File: src/rtl/btn_pkg.sv
// Shared types and defaults for the button event path.
// Consumed by btn_edge_detect and button_press_classifier.
package btn_pkg;

  typedef enum logic [1:0] {
    IDLE    = 2'd0,
    PRESSED = 2'd1,
    LONG    = 2'd2
  } btn_state_t;

  localparam int LONG_CYCLES_DEF   = 1000;
  localparam int REPEAT_CYCLES_DEF = 250;

endpackage

File: src/rtl/btn_edge_detect.sv
// Edge detector for a debounced level.
// The previous sample is registered; rise/fall are single-cycle pulses against it.
module btn_edge_detect (
  input  logic clk,
  input  logic rst_n,
  input  logic d,
  output logic rise,
  output logic fall
);

  logic d_q;

  always_ff @(posedge clk or negedge rst_n) begin
    if (!rst_n) begin
      d_q <= 1'b0;
    end else begin
      d_q <= d;
    end
  end

  assign rise = d & ~d_q;
  assign fall = ~d & d_q;

endmodule

File: src/rtl/button_press_classifier.sv
// Turns a debounced level into press/short/long events and a press count.
// Optional auto-repeat in the long state is enabled by defining BTN_REPEAT_EN.
module button_press_classifier
  import btn_pkg::*;
#(
  parameter int LONG_CYCLES   = LONG_CYCLES_DEF,
  parameter int REPEAT_CYCLES = REPEAT_CYCLES_DEF,
  parameter int CNT_W         = 16
) (
  input  logic       clk,
  input  logic       rst_n,
  input  logic       clean,
  output logic       press,
  output logic       short_press,
  output logic       long_press,
  output logic       repeat_evt,
  output logic       held,
  output logic [7:0] press_count
);

  localparam logic [CNT_W-1:0] LONG_V = CNT_W'(LONG_CYCLES);

  btn_state_t       state;
  logic [CNT_W-1:0] hold_cnt;
  logic [CNT_W-1:0] hold_nxt;
  logic             rise;
  logic             fall;

  btn_edge_detect u_edge (
    .clk   (clk),
    .rst_n (rst_n),
    .d     (clean),
    .rise  (rise),
    .fall  (fall)
  );

  assign hold_nxt = hold_cnt + 1'b1;

`ifdef BTN_REPEAT_EN
  localparam logic [CNT_W-1:0] REP_V = CNT_W'(REPEAT_CYCLES);

  logic [CNT_W-1:0] rep_cnt;
  logic [CNT_W-1:0] rep_nxt;

  assign rep_nxt = rep_cnt + 1'b1;
`else
  assign repeat_evt = 1'b0;
`endif

  // In PRESSED/LONG the previous sample was high, so fall == low sample.
  always_ff @(posedge clk or negedge rst_n) begin
    if (!rst_n) begin
      state       <= IDLE;
      hold_cnt    <= '0;
      press       <= 1'b0;
      short_press <= 1'b0;
      long_press  <= 1'b0;
      held        <= 1'b0;
      press_count <= '0;
`ifdef BTN_REPEAT_EN
      rep_cnt     <= '0;
      repeat_evt  <= 1'b0;
`endif
    end else begin
      press       <= 1'b0;
      short_press <= 1'b0;
      long_press  <= 1'b0;
`ifdef BTN_REPEAT_EN
      repeat_evt  <= 1'b0;
`endif
      unique case (state)
        IDLE: begin
          if (rise) begin
            state       <= PRESSED;
            held        <= 1'b1;
            hold_cnt    <= CNT_W'(1);
            press       <= 1'b1;
            press_count <= press_count + 8'd1;
          end
        end
        PRESSED: begin
          if (fall) begin
            state       <= IDLE;
            held        <= 1'b0;
            short_press <= 1'b1;
          end else begin
            hold_cnt <= hold_nxt;
            if (hold_nxt == LONG_V) begin
              state      <= LONG;
              long_press <= 1'b1;
`ifdef BTN_REPEAT_EN
              rep_cnt    <= '0;
`endif
            end
          end
        end
        LONG: begin
          if (fall) begin
            state <= IDLE;
            held  <= 1'b0;
          end
`ifdef BTN_REPEAT_EN
          else if (rep_nxt == REP_V) begin
            rep_cnt    <= '0;
            repeat_evt <= 1'b1;
          end else begin
            rep_cnt <= rep_nxt;
          end
`endif
        end
        default: begin
          state <= IDLE;
          held  <= 1'b0;
        end
      endcase
    end
  end

endmodule
File: config.mk
export PLATFORM = sky130hd
export DESIGN_NAME = button_press_classifier
export DESIGN_NICKNAME = d
export VERILOG_FILES = /design/src/rtl/btn_pkg.sv /design/src/rtl/btn_edge_detect.sv /design/src/rtl/button_press_classifier.sv
export SDC_FILE = /design/constraint.sdc
export NUM_CORES = 1
export LEC_CHECK = 0
export ABC_AREA = 0
export CAP_MARGIN = 20
export CORE_MARGIN = 5
export CORE_UTILIZATION = 45
export DETAILED_ROUTE_END_ITERATION = 8
export GPL_TIMING_DRIVEN = 0
export PLACE_DENSITY = 0.69
export SYNTH_ARGS = -nofsm -noshare
export SYNTH_HDL_FRONTEND = slang
export SYNTH_HIERARCHICAL = 1
export SYNTH_SLANG_ARGS = --single-unit
File: constraint.sdc
create_clock -name clk -period 3.6 [get_ports clk]
set_clock_uncertainty 0.05 [all_clocks]
set_input_delay 0.72 -clock clk [delete_from_list [all_inputs] [get_ports clk]]
set_output_delay 0.72 -clock clk [all_outputs]
set_load 0.05 [all_outputs]
**Word level (Yosys, flattened, before mapping)**

Index checks and enable logic that the tools add are counted.

- Bits of input ports: 3
- Word-level logic and storage cells: 47
- Register bits after elaboration: 31
- Output and inout port bits: 13

- Multiplexer cells: 18
- Reductions and logical operators: 7
- Bitwise operators: 4
- Eq/ne operators: 8
- Add/subtract/negate cells: 2

Operators by type and width:

| operator | number |
|---|---|
| $mux 16 | 2 |
| $pmux 16 s2 | 1 |
| $add 16x1->16 const B | 1 |
| $eq 16x10->1 const B | 1 |
| $mux 1 | 9 |
| $add 8x1->8 const B | 1 |
| $mux 2 | 4 |
| $ne 2x2->1 const B | 3 |
| $pmux 2 s3 | 1 |
| $reduce_and 3->1 | 2 |
| $reduce_and 2->1 | 2 |
| $ne 3x3->1 const B | 1 |
| $and 1x1->1 | 2 |
| $eq 2x1->1 const B | 1 |
| $eq 2x2->1 const B | 1 |
| $logic_not 2->1 | 1 |
| $ne 2x1->1 const B | 1 |
| $not 1->1 | 2 |
| $pmux 1 s2 | 1 |
| $reduce_bool 2->1 | 1 |
| $reduce_or 2->1 | 1 |

**Longest topological paths before layout**

Gate-level depths: netlist (run 1).

- Word-level depth: 5
- Depth in mapped cells: 10
- Mapped depth without buffers: 8

**Cells and area by module**

Netlist (run 1), hierarchy kept.

By module, submodules not included:

| module | times used | sequential area each (sq um) | cells each | area an instance (sq um) |
|---|---|---|---|---|
| button_press_classifier | 1 | 750.7 | 180 | 1675.4 |
| btn_edge_detect | 1 | 25.0 | 3 | 40.0 |

**Worst setup path before layout (run 1)**

OpenSTA, ideal clock, no wires.

- Path type: reg2reg
- Start: register hold_cnt[0]
- End: register state[0]
- Data required time: 3428 ps
- Arrival time: 2039 ps
- Setup time: 122 ps
- Period minus slack after synthesis: 2211 ps
- Slack: 1389 ps
- Cell stages (with the launch flop): 9
- Cell sequence: dfrtp_1 ha_1 clkbuf_1 nand4_1 nor4_1 xnor2_1 nand2_1 or3_1 a32o_1

- Cells in the longest elaborated chain, start to end: 4

Ends and longest elaborated chain:

| element | RTL line | RTL |
|---|---|---|
| start, declared | button_press_classifier.sv:24 | `logic [CNT_W-1:0] hold_cnt;` |
| start signal, assigned | button_press_classifier.sv:87 | `hold_cnt <= hold_nxt;` |
| $add 16x1->16 | button_press_classifier.sv:37 | `assign hold_nxt = hold_cnt + 1'b1;` |
| $eq 16x10->1 | button_press_classifier.sv:88 | `if (hold_nxt == LONG_V) begin` |
| $ne 3x3->1 (no line) | -- |  |
| $reduce_and 3->1 (no line) | -- |  |
| end signal, assigned | button_press_classifier.sv:83 | `state <= IDLE;` |
| end signal, assigned | button_press_classifier.sv:89 | `state <= LONG;` |
| end signal, assigned | button_press_classifier.sv:99 | `state <= IDLE;` |
| end, declared | button_press_classifier.sv:23 | `btn_state_t state;` |

No other way between the ends.
A chain may end at the register's enable or synchronous reset.

**Worst setup path after layout (run 1)**

- Start: input port clean
- End: register hold_cnt[7]

- Cells in the longest elaborated chain, start to end: 4
- Elaborated cells between the ends (all ways): 6

Ends and longest elaborated chain:

| element | RTL line | RTL |
|---|---|---|
| start, declared | button_press_classifier.sv:12 | `input logic clean,` |
| $not 1->1 | btn_edge_detect.sv:22 | `assign fall = ~d & d_q;` |
| $and 1x1->1 | btn_edge_detect.sv:22 |  |
| named net fall | button_press_classifier.sv:27 | `logic fall;` |
| $ne 2x2->1 (no line) | -- |  |
| $reduce_and 3->1 (no line) | -- |  |

The timed path passes the listed nets, and every way through them passes these cells.

==> run_results.csv, run 1 <==
group,metric,value,unit
place,pre_cts_ws,0.605,ns
clock_network,worstSkewPairLatency,0.29,ns
clock_network,clockBufferDepth,2,
synth,ys_types,45,
global_route,grt_util_met2,27.3,%
synth,yosysSeqAreaShare,45.2,%
drt,wl,3.87,mm
global_route,grt_usage,16.7,%
global_route,grt_pass1_vias,1510,
clock_network,htreeDepth,2,
layout,fin_nets,214,
clock_network,cts_resized,0,
floorplan,die_area,5150,µm²
critical_path,cp.required,3.71,ns
clock_network,clock-sinks,31,
floorplan,io_pins,16,
global_route,grt-ovfl-total,0,
floorplan,fp.dieW,71.7,µm
sta,max_freq,0.363,GHz
critical_path,rrSetupSlack,1.00,ns
floorplan,fp.coreArea,3690,µm²
global_route,grt_max_degree,22,
synth,yosysWarnings,6,
sta,worstMarginPinSlew,0.747,ns
critical_path,critPathTopFamily,"buffers and inverters",
sta,whs,0.443,ns
sta,drv_slew,0,
critical_path,crit_arrival,2.86,ns
sta,setup_violations,0,
sta,period_minus_slack,2.75,ns
critical_path,start_kind,"primary input",
global_route,grtUsageMet1,20.3,%
critical_path,worst_path_max_delay_cell,"clkdlybuf4s50_1",
layout,antennaDiodeCount,0,
drt,antenna_left,0,
drt,viasPerCell,5.83,
layout,synthToLayoutAreaGrowth,20.1,%
sta,fin_setup_tns,0,ns
synth,syn_area,1720,µm²
run,cap_violations,0,
place,numPortBuffers,14,
place,gp_congestion,0.864,
sta,max_slew_margin,49.7,%
sta,rsz0062_at_grt,"no",
global_route,antenna_found_initial,0,
global_route,busiest_layer,"met2",
hold_path,hp-class,"reg -> reg",
power,power.leakage,0.855,nW
synth,synth-seq-cells,31,
synth,synth_flop_cell,"dfrtp_1",
outcome,status,"finished clean",
critical_path,worstSetupPathType,"in -> reg",
critical_path,crit_chain,"clkdlybuf4s50_1 > and2b_2 > inv_1 > nand2_1 > or2_2 > clkbuf_1 > clkbuf_1 > nor2_1 > o21ai_0 > o21ai_0",
synth,synthArstFlopShare,100,%
sta,hold_viol_final,0,
critical_path,path_depth,10,
layout,post-route-util,55.9,%
hold_path,min_path_cells,1,
sta,fin_crit_sh,76.5,%
sta,finalWorstSetupSlack,0.848,ns
synth,syn_avg_cell_area,9.37,µm²
global_route,grt_pass1_wl,6.80,mm
synth,synthCells,183,
clock_network,cts_tree,"built",
critical_path,cp.buffers_inverters,4,
critical_path,reg2reg_depth,8,
power,power_density,649,nW/µm²
floorplan,rows,22,
global_route,gr-usage-met3,5.19,%
clock_network,clk_pin_slew,0.06,ns
synth,synth_nets,192,
clock_network,root_buffer,"clkbuf_8",
drt,drc,0,
floorplan,die_h,71.7,µm
floorplan,start_util,46.5,%
clock_network,numCtsBuffers,5,
drt,drt_iter0_drc,79,
drt,first_pass_iters,4,
critical_path,worst-path-max-fanout,10,
synth,synth_edf_count,0,
layout,drive_gt1_share,10.2,%
drt,num_vias,1480,
clock_network,cts_hold_buf,0,
clock_network,post_cts_buffers,0,
drt,wl_per_cell,15.2,µm
power,vdd_drop_max,0.000390,V
place,dpl.hpwl,2.76,mm
critical_path,end_kind,"register",
critical_path,cpPeakStageDelay,0.44,ns
## synthesized netlist by cell type, types with 2 or more instances
cell type  number  area [µm²]
and2_1          3        18.8
nor4_1          4        25.0
clkbuf_1        6        22.5
nor2_1         10        37.5
nand3_1         9        45.0
nand2_1        18        67.6
xor2_1          3        26.3
and4_1          4        35.0
and3_1          3        18.8
a21oi_1         9        45.0
ha_1            6        75.1
a31oi_1         3        18.8
nand2b_1        2        12.5
nand4_1         6        37.5
o21ai_0        25         125
dfrtp_1        31         776
o41ai_1         2        17.5
o211ai_1        2        15.0
o31ai_1         2        15.0
xnor2_1         7        61.3
inv_1           4        15.0
## where the power goes
group	total (W)	internal [W]	switching (W)
clock	0.000356	0.000224	0.000132
sequential	0.000470	0.000406	0.0000638
combinational	0.000512	0.000168	0.000344
total	0.00134	0.000797	0.000540
## sequential cells by signal (all words and copies together), names as in the netlist
register	cells
hold_cnt	16
press_count	8
state	2
held	1
long_press	1
press	1
short_press	1
u_edge/d_q	1
## final cells by class
| class | count | area, µm² |
|---|---|---|
| tap | 48 | 60.1 |
| sequential | 31 | 776 |
| clock inverter | 2 | 35.0 |
| timing repair buffer | 15 | 168 |
| inverter | 4 | 15.0 |
| multi-input combinational | 139 | 878 |
| buffer | 9 | 46.3 |
| fill | 337 | 1630 |
| clock buffer | 6 | 82.6 |
## layer usage
| layer | routed length, µm | part of all wire [%] |
|---|---|---|
| met1 | 1710 | 44 |
| met3 | 176 | 4.6 |
| met2 | 1910 | 49 |
| met5 | 0 | 0 |
| met4 | 68 | 1.8 |
## path summary, 6_finish.rpt
path | start | to
worst max-delay path | clean | hold_cnt[7]
worst min-delay path | press_count[7] | press_count[7]
worst max register to register | hold_cnt[0] | state[0]
worst min register to register | press_count[7] | press_count[7]
max in group asynchronous | rst_n | press_count[7]
min in group asynchronous | rst_n | state[0]
## cells by family (layout without fill, tap and decap cells)
logic type	Yosys count	in the layout	share of synthesized area (%)
AO/OA/AOI/OAI	51	51	18.1
XOR/XNOR	10	10	5.11
adder cells (fa/ha/maj)	6	6	4.38
buffers and inverters	13	36	3.57
flip-flops	31	31	45.2
multiplexers	1	1	0.656
other	1	1	0.219
AND/OR/NAND/NOR	70	70	22.8
## through the flow
step	cells	total power, W	instance area [µm²]
4_1_cts	254	0.00134	2060
3_5_place_dp	246	0.000982	1940
3_3_place_gp	245	0.000960	1920
5_1_grt	254	0.00142	2060
2_1_floorplan	183	0.000816	1720
6_report	254	0.00134	2060
## cells in the final DEF (no fill, tap or decap), types with 3 or more instances in the layout
cell,count
o21ai_0,25
nand3_1,9
and2_1,3
xor2_1,3
dfrtp_1,31
a31oi_1,3
and3_1,3
clkdlybuf4s50_1,14
nor2_1,10
inv_1,4
clkbuf_1,6
nand4_1,6
nor4_1,4
a21oi_1,9
and4_1,4
ha_1,6
xnor2_1,7
clkbuf_8,6
nand2_1,18
Power figures use the tool's default switching activity.
==> run 2, diff against run 1 <==
==> constraint.sdc (replaced) <==
create_clock -name clk -period 2.6 [get_ports clk]
set_clock_uncertainty 0.05 [all_clocks]
set_input_delay 0.52 -clock clk [delete_from_list [all_inputs] [get_ports clk]]
set_output_delay 0.52 -clock clk [all_outputs]
set_load 0.05 [all_outputs]
==> run 2 against run 1 <==
Largest cell class unchanged; wire length shrank 0.10%; register-to-register slack lost 0.85 ns; sequential cell count is the same; sequential power grew 39%.
==> run_results.csv, run 2 (synthesis gave the netlist of run 1 again) <==
group,metric,value,unit
critical_path,cp.buffers_inverters,1,
clock_network,numCtsBuffers,5,
critical_path,reg2reg_depth,8,
critical_path,critical_path.endpoint,"state[0]",
clock_network,clock-sinks,31,
clock_network,cts_tree,"built",
floorplan,fp.coreArea,3690,µm²
power,power_density,899,nW/µm²
floorplan,rows,22,
sta,max_slew_margin,49.7,%
critical_path,r2r_end,"state[0]",
place,numPortBuffers,14,
layout,fin_area,2070,µm²
power,switching_power,0.000747,W
global_route,grt_max_degree,22,
place,dpl.hpwl,2.76,mm
layout,fin_nets,214,
critical_path,worst-path-max-fanout,10,
power,p_seq_share,35.2,%
critical_path,start_kind,"register",
clock_network,root_buffer,"clkbuf_8",
sta,rsz0062_at_grt,"no",
clock_network,htreeDepth,2,
drt,drt_iter0_drc,71,
run,cap_violations,0,
critical_path,r2r-start,"hold_cnt[0]",
clock_network,clk_pin_slew,0.06,ns
floorplan,die_area,5150,µm²
global_route,grt_usage,16.7,%
power,p_int,0.00111,W
power,vdd_drop_max,0.000543,V
critical_path,worst_path_max_delay_cell,"dfrtp_2",
sta,drv_slew,0,
floorplan,io_pins,16,
place,numPlacedInstances,246,
floorplan,start_util,46.5,%
global_route,grt-ovfl-total,0,
power,power_frac_comb,38.3,%
layout,drive_gt1_share,12.1,%
clock_network,post_cts_buffers,0,
drt,wl,3.86,mm
layout,synthToLayoutAreaGrowth,20.4,%
outcome,status,"finished clean",
sta,hold_viol_final,0,
clock_network,clockBufferDepth,2,
drt,first_pass_iters,4,
place,gp_congestion,0.864,
floorplan,fp.dieW,71.7,µm
place,placed_area,1940,µm²
place,pre_cts_ws,-0.195,ns
critical_path,startpoint,"hold_cnt[0]",
critical_path,worstSetupPathType,"reg -> reg",
drt,drc,0,
clock_network,worstSkewPairLatency,0.29,ns
critical_path,path_depth,8,
layout,top_regs,"hold_cnt x16, press_count x8, state x2",
sta,fin_setup_tns,0,ns
sta,worstMarginPinSlew,0.746,ns
critical_path,end_kind,"register",
critical_path,critPathTopFamily,"simple AND/OR/NAND/NOR gates",
layout,stdcell_count,254,
layout,mostFrequentLayoutCell,"dfrtp_1",
layout,final_cell_mix,"29 x dfrtp_1, 25 x o21ai_0, 18 x nand2_1, 14 x clkdlybuf4s50_1, 10 x nor2_1",
global_route,grt_pass1_vias,1510,
sta,max_freq,0.408,GHz
drt,wl_per_cell,15.2,µm
layout,post-route-util,56.0,%
layout,antennaDiodeCount,0,
power,power.leakage,0.859,nW
critical_path,rrSetupSlack,0.15,ns
sta,period_minus_slack,2.45,ns
global_route,grt_pass1_wl,6.80,mm
floorplan,die_h,71.7,µm
power,clkPwrFrac,26.5,%
layout,largest_reg_flops,16,
critical_path,crit_arrival,2.58,ns
drt,viasPerCell,5.83,
power,switching_share,40.2,%
sta,setup_violations,0,
global_route,antenna_found_initial,0,
critical_path,cpPeakStageDelay,0.46,ns
hold_path,hp-class,"reg -> reg",
layout,fillers,338,
drt,antenna_left,0,
critical_path,cp.required,2.73,ns
critical_path,crit_chain,"ha_1 > clkbuf_2 > or2b_1 > o32a_1 > o21ai_0 > nand3_1 > or3_1 > a32o_1",
layout,regMostFlops,"hold_cnt",
sta,finalWorstSetupSlack,0.150,ns
sta,fin_crit_sh,94.2,%
drt,num_vias,1480,
## run 2: cell count changes in the layout (fill, tap and decap cells not counted)
cell / before / now
dfrtp_1: 31 / 29
clkbuf_2: 0 / 2
dfrtp_2: 0 / 2
clkbuf_1: 6 / 4
## run 2: layer usage
metal  share of wire, %  GRT usage, %  wire length (µm)  vias up
li1                   -             -                 -      712
met4                1.8          7.31                68        0
met2                 49          27.3              1910       24
met3                4.3          5.19               167        9
met5                  0             0                 0        -
met1                 45          20.3              1720      735
## run 2: how the worst min path moves through the flow
| stage | from | endpoint | slack [ns] | cells after the start |
|---|---|---|---|---|
| floorplan | rst_n | held | 0.17 | 0 |
| global placement | press_count[7] | press_count[7] | 0.41 | 1 |
| detailed placement | press_count[7] | press_count[7] | 0.45 | 1 |
| CTS | press_count[7] | press_count[7] | 0.46 | 1 |
| global route | press_count[5] | press_count[5] | 0.49 | 1 |
| finish | press_count[7] | press_count[7] | 0.44 | 1 |
## run 2: power by group through the flow
| stage | clock (W) | sequential [W] | combinational [W] |
|---|---|---|---|
| after floorplan | 0 | 0.000815 | 0.000315 |
| after global placement | 0 | 0.000649 | 0.000680 |
| after detailed placement | 0 | 0.000657 | 0.000704 |
| after CTS | 0.000497 | 0.000650 | 0.000709 |
| after global routing | 0.000527 | 0.000669 | 0.000781 |
| final | 0.000492 | 0.000653 | 0.000711 |
## run 2: area by class of cell
| type | instances | area, µm² | area share [%] |
|---|---|---|---|
| tap | 48 | 60.1 | 2.91 |
| sequential | 31 | 778 | 37.7 |
| clock buffer | 6 | 82.6 | 4.00 |
| timing repair buffer | 15 | 168 | 8.12 |
| buffer | 9 | 48.8 | 2.36 |
| multi-input combinational | 139 | 878 | 42.5 |
| clock inverter | 2 | 35.0 | 1.70 |
| inverter | 4 | 15.0 | 0.727 |
## run 2: per-stage QoR
stage / hold WS (ns) / power (W)
floorplan: 0.174 / 0.00113
global placement: 0.414 / 0.00133
detailed placement: 0.449 / 0.00136
CTS: 0.458 / 0.00186
global route: 0.488 / 0.00198
finish: 0.443 / 0.00186
## run 2: worst reg2reg max path: cells and delay by family, from the launching register on
kind	cells	cell delay (ns)
and+or+nand+nor	3	0.86
AOI/OAI and AO/OA	3	0.54
DFF	1	0.46
adders and majority gates	1	0.24
buffers and inverters	1	0.20
## run 2: repair_timing
item,4_1_cts,5_1_grt
endpoints found under the setup margin,0,6
gates resized for setup,0,6
endpoints found under the hold margin,0,0
hold buffers,0,0
==> run 3, diff against run 2 <==
--- a/config.mk
+++ b/config.mk
@@ -6,7 +6,7 @@
 export NUM_CORES = 1
 export LEC_CHECK = 0
 export ABC_AREA = 0
-export CAP_MARGIN = 20
+export CAP_MARGIN = 40
 export CORE_MARGIN = 5
 export CORE_UTILIZATION = 45
 export DETAILED_ROUTE_END_ITERATION = 8
==> run 3 against run 2 <==
First-iteration DRC count is 4.2% higher; sequential power hardly changed; via count fell by 1.1%; power is 0.40% lower; sequential share of layout area down 0.091 points; final cell count up 0.39%; register-to-register slack better by 0.04 ns; core utilization is 0.14 points higher; critical path depth grew 2; maximum frequency rose by 1.5%; critical path type is now in -> reg.
==> run_results.csv, run 3 (synthesis gave the netlist of run 1 again) <==
group,metric,value,unit
critical_path,crit_arrival,2.54,ns
power,p_seq_share,35.2,%
clock_network,clk_pin_slew,0.06,ns
sta,worstMarginPinSlew,0.766,ns
sta,finalWorstSetupSlack,0.186,ns
power,switching_share,40.0,%
clock_network,worstSkewPairLatency,0.29,ns
global_route,grtUsageMet1,20.9,%
place,pre_cts_ws,-0.180,ns
power,power,0.00185,W
global_route,busiest_layer,"met2",
global_route,grt_pass1_wl,6.58,mm
layout,fin_nets,215,
drt,antenna_left,0,
floorplan,fp.coreArea,3690,µm²
layout,top_regs,"hold_cnt x16, press_count x8, state x2",
drt,viasPerCell,5.74,
critical_path,cp.required,2.72,ns
floorplan,fp.dieW,71.7,µm
sta,rsz0062_at_grt,"no",
hold_path,hold_end,"press_count[7]",
place,gp_congestion,0.864,
clock_network,clock-sinks,31,
layout,drive_gt1_share,13.0,%
critical_path,reg2reg_depth,8,
sta,hold_viol_final,0,
floorplan,die_h,71.7,µm
drt,drt_iter0_drc,74,
layout,stdcell_count,255,
place,numPlacedInstances,247,
layout,post-route-util,56.1,%
clock_network,cts_tree,"built",
sta,setup_violations,0,
critical_path,start_kind,"primary input",
layout,final_cell_mix,"29 x dfrtp_1, 25 x o21ai_0, 18 x nand2_1, 14 x clkdlybuf4s50_1, 10 x nor2_1",
drt,num_vias,1463,
global_route,antenna_found_initial,0,
clock_network,htreeDepth,2,
floorplan,start_util,46.5,%
clock_network,numCtsBuffers,5,
global_route,grt-ovfl-total,0,
layout,mostFrequentLayoutCell,"dfrtp_1",
power,power_density,893,nW/µm²
global_route,grt_util_met2,25.3,%
sta,max_slew_margin,48.4,%
layout,regMostFlops,"hold_cnt",
critical_path,r2r-start,"hold_cnt[0]",
hold_path,hp-start,"press_count[7]",
power,power_frac_comb,38.3,%
run,cap_violations,0,
global_route,grt_pass1_vias,1438,
critical_path,startpoint,"clean",
power,switching_power,0.000740,W
place,numPortBuffers,14,
outcome,status,"finished clean",
layout,synthToLayoutAreaGrowth,20.7,%
global_route,grt_usage,16.3,%
floorplan,die_area,5150,µm²
floorplan,rows,22,
power,power.leakage,0.860,nW
floorplan,io_pins,16,
sta,fin_setup_tns,0,ns
drt,first_pass_iters,4,
place,dpl.hpwl,2.76,mm
global_route,grt_max_degree,12,
drt,drc,0,
power,p_int,0.00111,W
hold_path,min_path_cells,1,
clock_network,clockBufferDepth,2,
hold_path,hp-class,"reg -> reg",
critical_path,worst-path-max-fanout,10,
sta,drv_slew,0,
global_route,gr-usage-met3,3.93,%
critical_path,rrSetupSlack,0.19,ns
sta,fin_crit_sh,92.9,%
sta,period_minus_slack,2.41,ns
critical_path,r2r_end,"state[0]",
layout,antennaDiodeCount,0,
drt,wl,3.71,mm
power,vdd_drop_max,0.000607,V
drt,wl_per_cell,14.6,µm
critical_path,end_kind,"register",
layout,fillers,331,
clock_network,post_cts_buffers,0,
sta,max_freq,0.414,GHz
clock_network,root_buffer,"clkbuf_8",
layout,largest_reg_flops,16,
critical_path,worstSetupPathType,"in -> reg",
power,clkPwrFrac,26.5,%
==> run 3: cell types whose count changed in the layout (fill, tap and decap cells not counted) <==
cell    before  now
buf_16       1    0
buf_8        0    1
nor4_1       4    3
nor4_2       0    1
buf_6        1    2
==> run 3: layout make-up <==
type                    count  area, µm²  share of cell area (%)
clock inverters             2       35.0                    1.69
well taps                  48       60.1                    2.90
inverters                   4       15.0                   0.725
flip-flops and latches     31        778                    37.6
clock buffers               6       82.6                    3.99
plain buffers               9       48.8                    2.36
multi-input cells         139        885                    42.7
repair buffers             16        166                    8.04
==> run 3: stage by stage <==
| stage | area [µm²] | hold slack [ns] |
|---|---|---|
| global placement | 1920 | 0.414 |
| detailed placement | 1940 | 0.449 |
| finish | 2070 | 0.443 |
| floorplan | 1720 | 0.174 |
| global route | 2070 | 0.487 |
| CTS | 2060 | 0.458 |
==> run 3: critical path, cell delays in order <==
cell	delay, ns
clkdlybuf4s50_1	0.48
and2b_2	0.22
inv_1	0.10
nand2_1	0.13
or2_2	0.31
clkbuf_1	0.21
clkbuf_2	0.25
nor2_1	0.14
o21ai_0	0.08
o41ai_1	0.08
==> run 3: metal layers <==
metal | routed length (µm) | vias to the layer above
met2 | 1760 | 32
met5 | 0 | -
met3 | 172 | 11
met4 | 100 | 0
met1 | 1680 | 711
li1 | - | 709
==> run 3: power by group through the flow <==
stage	sequential, W	clock [W]	combinational [W]
global placement	0.000649	0	0.000680
detailed placement	0.000658	0	0.000704
global route	0.000669	0.000521	0.000777
CTS	0.000650	0.000497	0.000708
floorplan	0.000815	0	0.000315
finish	0.000651	0.000489	0.000708
==> run 3: worst max-delay path by stage <==
stage	to	depth (start not counted)
after floorplan	state[0]	8
after global placement	hold_cnt[11]	10
after detailed placement	hold_cnt[7]	10
after CTS	state[0]	8
after global routing	state[0]	7
final	hold_cnt[11]	10
==> run 3: timing repair <==
item                       in CTS  in global routing
hold buffers                    0                  0
resized for setup               0                  7
setup endpoints to repair       0                  5
